**config.mk**
```make
export PLATFORM = sky130hd
export DESIGN_NAME = risc_ctrl_seq
export DESIGN_NICKNAME = d
export VERILOG_FILES = /design/src/rtl/risc_ctrl_seq_pkg.sv /design/src/rtl/risc_branch_eval.sv /design/src/rtl/risc_ctrl_seq.sv
export SDC_FILE = /design/constraint.sdc
export NUM_CORES = 1
export LEC_CHECK = 0
export CORE_ASPECT_RATIO = 1.25
export CORE_UTILIZATION = 37
export CTS_CLUSTER_SIZE = 25
export DETAILED_ROUTE_END_ITERATION = 12
export GPL_TIMING_DRIVEN = 0
export PLACE_DENSITY = 0.74
export SETUP_SLACK_MARGIN = 0.4
export SYNTH_ARGS = -nofsm -noshare
export SYNTH_HDL_FRONTEND = slang
export SYNTH_HIERARCHICAL = 1
export SYNTH_SLANG_ARGS = --single-unit
```
**constraint.sdc**
```tcl
create_clock -name Clk -period 4.5 [get_ports Clk]
set_input_delay 1.35 -clock Clk [delete_from_list [all_inputs] [get_ports Clk]]
set_output_delay 1.35 -clock Clk [all_outputs]
set_load 0.03 [all_outputs]
```
**src/rtl/risc_ctrl_seq_pkg.sv**
```systemverilog
// Shared header for the RISC control sequencer: state type, instruction
// type codes and branch condition codes.
package risc_ctrl_seq_pkg;

  // Instruction-cycle states; encodings are visible on Current_State.
  typedef enum logic [2:0] {
    RESET_ST  = 3'd0,
    FETCH     = 3'd1,
    READ_OPS  = 3'd2,
    EXECUTE   = 3'd3,
    WRITEBACK = 3'd4,
    HALT      = 3'd5
  } state_t;

  // Instruction type field values.
  localparam logic [1:0] TYPE_CTRL    = 2'b00;  // control: call/ret/out
  localparam logic [1:0] TYPE_ALU     = 2'b01;  // ALU, register operands
  localparam logic [1:0] TYPE_ALU_IMM = 2'b10;  // ALU, immediate operand B
  localparam logic [1:0] TYPE_IMM     = 2'b11;  // immediate result path

  // Branch condition codes.
  localparam logic [7:0] COND_N      = 8'h00;
  localparam logic [7:0] COND_Z      = 8'h01;
  localparam logic [7:0] COND_C      = 8'h02;
  localparam logic [7:0] COND_ALWAYS = 8'h3F;

  // Types that go through the ALU and may need multi-cycle completion.
  function automatic logic is_alu_type(input logic [1:0] t);
    return (t == TYPE_ALU) || (t == TYPE_ALU_IMM);
  endfunction

endpackage

```
**src/rtl/risc_branch_eval.sv**
```systemverilog
// Combinational branch condition evaluation; shared with the PC unit.
module risc_branch_eval
  import risc_ctrl_seq_pkg::*;
(
  input  logic [7:0] i_cond,
  input  logic       i_inv,
  input  logic       i_neg,
  input  logic       i_zro,
  input  logic       i_carry,
  output logic       o_taken
);

  // Select the flag named by the condition code; inv complements it,
  // and turns "always" into "never". Unknown codes are never taken.
  always_comb begin
    o_taken = 1'b0;
    case (i_cond)
      COND_N:      o_taken = i_neg ^ i_inv;
      COND_Z:      o_taken = i_zro ^ i_inv;
      COND_C:      o_taken = i_carry ^ i_inv;
      COND_ALWAYS: o_taken = ~i_inv;
      default:     o_taken = 1'b0;
    endcase
  end

endmodule

```
**src/rtl/risc_ctrl_seq.sv**
```systemverilog
// Control sequencer: instruction-cycle FSM, datapath strobe decode,
// call-stack depth tracking with fault halt, retired-instruction counter.
module risc_ctrl_seq
  import risc_ctrl_seq_pkg::*;
#(
  parameter int unsigned INSTR_W         = 32,
  parameter int unsigned STACK_DEPTH     = 8,
  parameter int unsigned MULTI_CYCLE_ALU = 0,
  parameter int unsigned CNT_W           = 16
) (
  input  logic               Clk,
  input  logic               Reset,
  input  logic [INSTR_W-1:0] Crnt_Instrn,
  input  logic               Instr_Valid,
  input  logic               Alu_Done,
  input  logic               Out_Ready,
  input  logic               Neg_Flag,
  input  logic               Zro_Flag,
  input  logic               Carry_Flag,
  output logic [2:0]         Current_State,
  output logic               Latch_Instr,
  output logic               Rd_Oprnd_A,
  output logic               Rd_Oprnd_B,
  output logic               Latch_Flags,
  output logic               Latch_Result,
  output logic               Write_RegC,
  output logic               Reset_AluRegs,
  output logic               PushEnbl,
  output logic               PopEnbl,
  output logic               OUT_VALID,
  output logic               UseData_Imm_Or_RegB,
  output logic               UseData_Imm_Or_ALU,
  output logic               EndOfInstrn,
  output logic               Stack_Fault,
  output logic [CNT_W-1:0]   Instr_Count
);

  localparam int unsigned M       = INSTR_W - 1;
  localparam int unsigned DEPTH_W = $clog2(STACK_DEPTH + 1);
  localparam logic [DEPTH_W-1:0] DEPTH_MAX = DEPTH_W'(STACK_DEPTH);

  state_t             r_state;
  state_t             w_next;
  logic [DEPTH_W-1:0] r_depth;
  logic [CNT_W-1:0]   r_count;
  logic               r_fault;
  logic               r_use_regb;
  logic               r_use_alu;
  logic               r_end_instr;

  // Instruction fields, located relative to the MSB.
  logic [1:0] w_type;
  logic       w_call;
  logic       w_ret;
  logic       w_inv;
  logic       w_out;
  logic [7:0] w_cond;
  logic       w_unused_instr;

  assign w_type = Crnt_Instrn[M -: 2];
  assign w_call = Crnt_Instrn[M-3];
  assign w_ret  = Crnt_Instrn[M-4];
  assign w_inv  = Crnt_Instrn[M-6];
  assign w_out  = Crnt_Instrn[M-7];
  assign w_cond = Crnt_Instrn[M-8 -: 8];
  assign w_unused_instr = ^{Crnt_Instrn[M-2], Crnt_Instrn[M-5], Crnt_Instrn[M-16:0]};

  logic w_taken;

  risc_branch_eval u_branch_eval (
    .i_cond  (w_cond),
    .i_inv   (w_inv),
    .i_neg   (Neg_Flag),
    .i_zro   (Zro_Flag),
    .i_carry (Carry_Flag),
    .o_taken (w_taken)
  );

  logic w_alu_type;
  logic w_is_out;
  logic w_stall;
  logic w_exec_go;
  logic w_push_req;
  logic w_pop_req;
  logic w_underflow;
  logic w_overflow;
  logic w_fault;
  logic w_sel_active;
  logic w_sel_regb;
  logic w_sel_alu;

  assign w_alu_type = is_alu_type(w_type);
  assign w_is_out   = (w_type == TYPE_CTRL) && w_out;
  assign w_stall    = ((MULTI_CYCLE_ALU != 0) && w_alu_type && !Alu_Done)
                    || (w_is_out && !Out_Ready);
  assign w_exec_go  = (r_state == EXECUTE) && !w_stall;

  // Stack requests only count in the EXECUTE exit cycle.
  assign w_push_req = w_exec_go && (w_type == TYPE_CTRL) && w_call && w_taken;
  assign w_pop_req  = w_exec_go && (w_type == TYPE_CTRL) && w_ret;

  // Combined call+ret pops first, so it underflows at depth 0 but never
  // overflows; a lone push overflows only at full depth.
  assign w_underflow = w_pop_req && (r_depth == '0);
  assign w_overflow  = w_push_req && !w_pop_req && (r_depth == DEPTH_MAX);
  assign w_fault     = w_underflow || w_overflow;

  assign w_sel_active = (r_state == READ_OPS) || (r_state == EXECUTE)
                      || (r_state == WRITEBACK);
  assign w_sel_regb   = w_sel_active && (w_type == TYPE_ALU_IMM);
  assign w_sel_alu    = w_sel_active && (w_type == TYPE_IMM);

  // State register; Reset overrides every state including HALT.
  always_ff @(posedge Clk) begin
    if (Reset) r_state <= RESET_ST;
    else       r_state <= w_next;
  end

  // Next-state and combinational datapath strobes.
  always_comb begin
    w_next        = r_state;
    Latch_Instr   = 1'b0;
    Rd_Oprnd_A    = 1'b0;
    Rd_Oprnd_B    = 1'b0;
    Latch_Flags   = 1'b0;
    Latch_Result  = 1'b0;
    Write_RegC    = 1'b0;
    Reset_AluRegs = 1'b0;
    PushEnbl      = 1'b0;
    PopEnbl       = 1'b0;
    OUT_VALID     = 1'b0;
    case (r_state)
      RESET_ST: w_next = FETCH;
      FETCH: begin
        Reset_AluRegs = 1'b1;
        Latch_Instr   = Instr_Valid;
        if (Instr_Valid) w_next = READ_OPS;
      end
      READ_OPS: begin
        case (w_type)
          TYPE_CTRL: Rd_Oprnd_A = w_out;
          TYPE_IMM:  Rd_Oprnd_B = 1'b1;
          default: begin
            Rd_Oprnd_A = 1'b1;
            Rd_Oprnd_B = 1'b1;
          end
        endcase
        w_next = EXECUTE;
      end
      EXECUTE: begin
        OUT_VALID = w_is_out;
        if (w_fault) begin
          w_next = HALT;
        end else if (!w_stall) begin
          w_next       = WRITEBACK;
          Latch_Flags  = w_alu_type;
          Latch_Result = (w_type != TYPE_CTRL);
          PushEnbl     = w_push_req;
          PopEnbl      = w_pop_req;
        end
      end
      WRITEBACK: begin
        Write_RegC = (w_type != TYPE_CTRL);
        w_next     = FETCH;
      end
      HALT:    w_next = HALT;
      default: w_next = RESET_ST;
    endcase
  end

  // Call-stack depth: a faulting request leaves the depth untouched.
  always_ff @(posedge Clk) begin
    if (Reset) begin
      r_depth <= '0;
    end else if (!w_fault) begin
      if (w_push_req && !w_pop_req)      r_depth <= r_depth + DEPTH_W'(1);
      else if (w_pop_req && !w_push_req) r_depth <= r_depth - DEPTH_W'(1);
    end
  end

  // Sticky stack fault flag.
  always_ff @(posedge Clk) begin
    if (Reset)        r_fault <= 1'b0;
    else if (w_fault) r_fault <= 1'b1;
  end

  // Retired-instruction counter, wraps naturally.
  always_ff @(posedge Clk) begin
    if (Reset)                       r_count <= '0;
    else if (r_state == WRITEBACK)   r_count <= r_count + CNT_W'(1);
  end

  // Registered mux selects and end-of-instruction marker.
  always_ff @(posedge Clk) begin
    if (Reset) begin
      r_use_regb  <= 1'b0;
      r_use_alu   <= 1'b0;
      r_end_instr <= 1'b0;
    end else begin
      r_use_regb  <= w_sel_regb;
      r_use_alu   <= w_sel_alu;
      r_end_instr <= (r_state == WRITEBACK);
    end
  end

  assign Current_State       = r_state;
  assign UseData_Imm_Or_RegB = r_use_regb;
  assign UseData_Imm_Or_ALU  = r_use_alu;
  assign EndOfInstrn         = r_end_instr;
  assign Stack_Fault         = r_fault;
  assign Instr_Count         = r_count;

endmodule

```
==> results of run 1 <==
==> critical path: cells and delay by family <==
family	cells	cell delay, ps
buf+inv	2	280
fa+ha+maj	1	220
compound gates	2	200
simple gates	7	1590
==> through the flow <==
step / util / worst slack (ps) / hold slack, ps / TNS (ps)
6_report: 0.5897 / -504.0 / 484.7 / -1954
5_1_grt: 0.5897 / -611.1 / 499.6 / -2375
4_1_cts: 0.5659 / -613.0 / 490.2 / -2279
3_5_place_dp: 0.5452 / -1363 / 477.0 / -5630
3_3_place_gp: 0.5452 / -1347 / 460.2 / -5558
2_1_floorplan: - / -188.9 / 494.1 / -660.1
==> area by class of cell <==
class                   instances  area, um2  area share
plain buffers                   9      43.79     0.01812
flip-flops and latches         27      540.5      0.2236
inverters                       5      22.52    0.009317
well taps                      56      70.07     0.02899
clock buffers                   3      41.29     0.01708
repair buffers                 62      589.3      0.2438
multi-input cells             153       1105      0.4570
clock inverters                 1      5.005    0.002070
==> cells in the final DEF (no fill, tap or decap), drive strengths merged, types with 2 or more instances in the layout <==
cell | netlist | routed
buf | 3 | 21
nand2 | 15 | 15
mux2i | 2 | 2
and2 | 4 | 4
nor4 | 2 | 2
dfxtp | 27 | 27
nor2 | 20 | 20
inv | 5 | 4
a21oi | 19 | 19
o211ai | 2 | 2
o21ai | 6 | 6
dlygate4sd2 | 0 | 3
xnor2 | 2 | 2
nand2b | 6 | 6
o31ai | 3 | 3
nor4b | 2 | 2
clkdlybuf4s50 | 0 | 40
nand3 | 12 | 12
xor2 | 8 | 8
or4 | 4 | 4
nand3b | 2 | 2
or3 | 4 | 4
clkbuf | 6 | 9
nor2b | 3 | 3
nor3 | 4 | 4
ha | 8 | 8
and3 | 4 | 4
nand4 | 5 | 5
==> worst max-delay path by stage <==
stage / to / slack [ps] / cells after the start
floorplan: PushEnbl / -190 / 10
global placement: Latch_Flags / -1350 / 12
detailed placement: Latch_Flags / -1360 / 12
CTS: Latch_Flags / -610 / 12
global route: Latch_Result / -610 / 12
finish: Latch_Result / -500 / 12
==> power by group <==
| group | internal, W | total (W) | switching [W] |
|---|---|---|---|
| Sequential | 0.000241 | 0.000244 | 0.00000274 |
| Combinational | 0.0000392 | 0.0000805 | 0.0000413 |
| Clock | 0.0000621 | 0.000139 | 0.0000772 |
==> cell usage after synthesis, types with 3 or more instances <==
master | number | area [um2]
a21oi_1 | 19 | 95.09
and2_1 | 4 | 25.02
and3_1 | 4 | 25.02
clkbuf_1 | 6 | 22.52
dfxtp_1 | 27 | 540.5
ha_1 | 8 | 100.1
inv_1 | 5 | 18.77
nand2_1 | 15 | 56.30
nand2b_1 | 6 | 37.54
nand3_1 | 12 | 60.06
nand4_1 | 5 | 31.28
nor2_1 | 20 | 75.07
nor2b_1 | 3 | 18.77
nor3_1 | 4 | 20.02
o21ai_0 | 5 | 25.02
o31ai_1 | 3 | 22.52
or3_1 | 4 | 25.02
or4_1 | 3 | 22.52
xor2_1 | 8 | 70.07
==> what timing repair did <==
action / 4_1_cts / 5_1_grt
resized for setup: 56 / 11
pin swaps: 11 / 9
buffers inserted: 4 / 6
endpoints found under the setup margin: 10 / 6
==> kinds of logic after synthesis <==
family          Yosys count
buf+inv                  14
flops                    27
compound gates           36
mux                       3
fa+ha+maj                 9
xor+xnor                 10
simple gates             95
==> per-layer routing <==
| layer | wire (um) | global-route usage | vias up |
|---|---|---|---|
| met3 | 147 | 0.01718 | 5 |
| met5 | 0 | 0 | - |
| met4 | 57 | 0.07828 | 0 |
| li1 | - | - | 830 |
| met2 | 2170 | 0.3590 | 49 |
| met1 | 1701 | 0.2106 | 763 |
==> flip-flops by register name, summed over array words and instances (netlist names) <==
signal               cells
Instr_Count             16
r_depth                  4
Current_State            3
EndOfInstrn              1
Stack_Fault              1
UseData_Imm_Or_ALU       1
UseData_Imm_Or_RegB      1
==> results.json, run 1 <==
{
  "min-delay-start": "Instr_Count[15]$_SDFFE_PP0P_",
  "layout_setup_ws_ps": -504.0,
  "yosysWarnings": 6,
  "rsz0062_at_grt": "yes",
  "seq_area_frac_synth": 0.3418,
  "synth-main-ff-cell": "dfxtp_1",
  "synth_compound_area_frac": 0.1345,
  "wl_mm": 4.077,
  "startpoint": "Crnt_Instrn[18]",
  "maxCapViolations": 0,
  "leakagePower_nw": 0.8690,
  "grt_max_degree": 16,
  "synthMuxAreaShare": 0.01978,
  "hold_viol_final": 0,
  "synth-adder-area-share": 0.07595,
  "insertion_delay_ps": 270,
  "final_cell_count_no_fill": 316,
  "die-area_um2": 4541,
  "end_kind": "output port",
  "r2r-start": "Current_State[0]$_SDFFE_PP0P_",
  "peakVddDrop_uv": 115.1,
  "avgSynthCellArea_um2": 8.152,
  "grt_pass1_vias": 1572,
  "reg2reg_to": "r_depth[3]$_SDFFE_PP0P_",
  "hold_path_class": "reg -> reg",
  "crit_chain": "buf_6 > or4_4 > or4b_1 > o21ai_1 > nand2_1 > nor3_2 > ha_2 > nand2_2 > o41ai_4 > and2_4 > nor4_4 > buf_4",
  "vias_per_cell": 5.212,
  "rrSetupSlack_ps": 1640,
  "async_flop_share": 0,
  "core_area_um2": 4099,
  "drcViolationCount": 0,
  "drive_gt1_frac": 0.1885,
  "fp-row-count": 26,
  "drt_iter0_markers": 84,
  "vias": 1647,
  "synth_edf_count": 0,
  "final_area_um2": 2417,
  "max_slew_margin": 0.4741,
  "crit_arrival_ps": 3650,
  "dp_cells": 302,
  "die_h_um": 75.10,
  "grt_usage": 0.1891,
  "initial_utilization": 0.3858,
  "reg2reg_depth": 13,
  "power_w": 0.0004639,
  "synth-simple-area-share": 0.3331,
  "num_antenna_cells": 0,
  "ant_nets": 0,
  "dp_hpwl_mm": 2.879,
  "finalSetupViolCount": 4,
  "crit_type": "in -> out",
  "numCtsBuffers": 3,
  "crit_fanout": 3,
  "syn2layout_area_growth_pct": 52.85,
  "firstDrtPassIters": 4,
  "syn_inst": 194,
  "p_per_area_nw_per_um2": 191.9,
  "num_io_pins": 73,
  "antenna_found_initial": 0,
  "fmax_mhz": 199.8,
  "path_clk_slew_ps": 90,
  "synth_top_family_by_area": "simple AND/OR/NAND/NOR gates",
  "tightest_slew_ps": 782.8,
  "outcome": "finished with violations",
  "cts_tree": "yes",
  "period_needed_ps": 5004,
  "htree_num_levels": 1,
  "critical-path-max-stage-delay_ps": 530,
  "synth_fp_nets": 243,
  "port_buffers": 52,
  "gp_congestion": 0.7810,
  "min_path_cells": 2,
  "start_kind": "input port",
  "violations": "setup timing",
  "synthDistinctLibCells": 45,
  "wl_per_cell_um": 12.90,
  "dieWidth_um": 60.48,
  "skew_ps": 2.729,
  "grt_overflow": 0,
  "nFillCells": 385,
  "cts_num_sinks": 27,
  "ctsLongestPathBuffers": 2,
  "place_area_um2": 2235,
  "min_period_over_period": 1.112,
  "hold_buffers": 0,
  "synth_xor_area_frac": 0.05538,
  "grt_pass1_wl_mm": 6.589,
  "ys_ff_latch": 27,
  "maxSlewViolCount": 0,
  "worstPathRequired_ps": 3150,
  "final_nets": 310,
  "holdPathEnd": "Instr_Count[15]$_SDFFE_PP0P_",
  "clock-root-buffer": "clkbuf_8",
  "synth_area_um2": 1582,
  "critPathSlowestCell": "or4_4"
}
Note: power is estimated with default switching activity, not from simulation.
==> run 2, diff against run 1 <==
--- a/config.mk
+++ b/config.mk
@@ -11,7 +11,7 @@
 export DETAILED_ROUTE_END_ITERATION = 12
 export GPL_TIMING_DRIVEN = 0
 export PLACE_DENSITY = 0.74
-export SETUP_SLACK_MARGIN = 0.4
+export SETUP_SLACK_MARGIN = 0.02
 export SYNTH_ARGS = -nofsm -noshare
 export SYNTH_HDL_FRONTEND = slang
 export SYNTH_HIERARCHICAL = 1
==> run 2 against run 1 <==
  * The flow still finishes with violations (setup timing)
  * First-iteration DRC count is 36% lower
  * Cell area decreased by 4.7%
  * Flip-flop and latch count did not move
  * Final cell count down 1.9%
  * Hold slack better by 15 ps
  * Total power down 0.20%
  * Via count down 2.4%
  * Global-route usage down 1.0 points
  * Largest cell class unchanged
  * Largest power group unchanged
  * Highest routed layer unchanged
==> results.json, run 2 (synthesis results as in run 1) <==
{
  "outcome": "finished with violations",
  "initial_utilization": 0.3858,
  "port_buffers": 52,
  "vias_per_cell": 5.184,
  "die_h_um": 75.10,
  "final_area_um2": 2305,
  "final_cell_mix": "clkdlybuf4s50_1, dfxtp_1, nor2_1, a21oi_1, nand2_1",
  "hold_viol_final": 0,
  "wl_per_cell_um": 11.93,
  "grt_pass1_vias": 1510,
  "ctsLongestPathBuffers": 2,
  "crit_arrival_ps": 3660,
  "numCtsBuffers": 3,
  "antenna_found_initial": 0,
  "p_per_area_nw_per_um2": 200.9,
  "cts_tree": "yes",
  "vias": 1607,
  "drt_iter0_markers": 54,
  "whs_ps": 499.6,
  "syn2layout_area_growth_pct": 45.73,
  "finalSetupViolCount": 4,
  "htree_num_levels": 1,
  "dp_cells": 302,
  "max_slew_margin": 0.5755,
  "cts_num_sinks": 27,
  "crit_type": "in -> out",
  "crit_fanout": 3,
  "min_period_over_period": 1.114,
  "grt_max_degree": 17,
  "insertion_delay_ps": 270,
  "seq_area_um2": 540.5,
  "path_clk_slew_ps": 90,
  "tightest_slew_ps": 631.9,
  "final_cell_count_no_fill": 310,
  "wl_mm": 3.697,
  "drcViolationCount": 0,
  "violations": "setup timing",
  "grt_overflow": 0,
  "layout_setup_ws_ps": -514.7,
  "core_area_um2": 4099,
  "grt_usage": 0.1786,
  "period_needed_ps": 5015,
  "peakVddDrop_uv": 98.87,
  "fmax_mhz": 199.4,
  "num_io_pins": 73,
  "hold_buffers": 0,
  "gp_congestion": 0.7307,
  "skew_ps": 2.030,
  "firstDrtPassIters": 4,
  "place_area_um2": 2222,
  "hold_path_class": "reg -> reg",
  "clock-root-buffer": "clkbuf_8",
  "multi_input_area_um2": 1046,
  "end_kind": "output port",
  "leakagePower_nw": 0.8416,
  "dp_hpwl_mm": 2.914,
  "largest_reg_flops": 16,
  "final_common_cell": "clkdlybuf4s50_1",
  "final_nets": 304,
  "ant_nets": 0,
  "num_antenna_cells": 0,
  "drive_gt1_frac": 0.1299,
  "nFillCells": 417,
  "dieWidth_um": 60.48,
  "maxCapViolations": 0,
  "die-area_um2": 4541,
  "maxSlewViolCount": 0,
  "rsz0062_at_grt": "yes",
  "fp-row-count": 26,
  "worstPathRequired_ps": 3150,
  "grt_pass1_wl_mm": 6.265,
  "start_kind": "input port"
}
## run 2: cell types whose count changed in the layout (fill, tap and decap cells not counted), sizes merged
cell,previous run,this run
dlymetal6s2s,0,1
inv,4,5
clkdlybuf4s50,40,41
buf,21,14
clkdlybuf4s15,1,0
clkbuf,9,10
dlygate4sd2,3,2
clkinv,1,0
## run 2: metrics by stage
stage               TNS, ps  total power, W  utilization  setup slack (ps)
floorplan            -633.3       0.0002917            -            -188.9
global placement      -5539       0.0003276       0.5421             -1332
detailed placement    -5724       0.0003284       0.5421             -1364
CTS                   -2066       0.0004674       0.5601            -561.7
global route          -2230       0.0004847       0.5623            -599.5
finish                -1866       0.0004629       0.5623            -514.7
## run 2: where the power goes
group	internal [W]	switching, W
Clock	0.0000628	0.0000775
Combinational	0.0000390	0.0000398
Sequential	0.000241	0.00000246
Total	0.000343	0.000120
## run 2: routing by layer
layer,up-vias,wire (um),GRT usage
met5,-,0,0
met4,0,45,0.05808
met3,4,128,0.02921
met2,37,2038,0.3578
met1,747,1485,0.1817
li1,819,-,-
## run 2: timing repair
item	in CTS	in global routing
gates resized for setup	46	3
setup buffers	3	1
endpoints found under the setup margin	7	4
endpoints found under the hold margin	0	0
pin swaps	8	2
## run 2: worst paths after layout
check                                 end  slack, ps                           from  cells after the start
max                          Latch_Result       -510                Crnt_Instrn[18]                     12
min          Instr_Count[15]$_SDFFE_PP0P_        500   Instr_Count[15]$_SDFFE_PP0P_                      2
max reg2reg       r_depth[3]$_SDFFE_PP0P_       1870  Current_State[0]$_SDFFE_PP0P_                     11
min reg2reg  Instr_Count[15]$_SDFFE_PP0P_        500   Instr_Count[15]$_SDFFE_PP0P_                      2
## run 2: worst max-delay path, cell delays in order
cell and delay (ps):
buf_6 90, or4_4 530, or4b_1 470, o21ai_1 140, nand2_1 80, nor3_2 150, ha_2 220, nand2_2 70
o41ai_4 80, and2_4 240, nor4_4 60, buf_4 190
## run 2: layout make-up
| class | count | area share |
|---|---|---|
| multi-input combinational | 153 | 0.4539 |
| sequential | 27 | 0.2345 |
| timing repair buffer | 56 | 0.2329 |
| tap | 56 | 0.03040 |
| buffer | 9 | 0.01900 |
| clock buffer | 3 | 0.01792 |
| inverter | 5 | 0.008143 |
| clock inverter | 1 | 0.003257 |
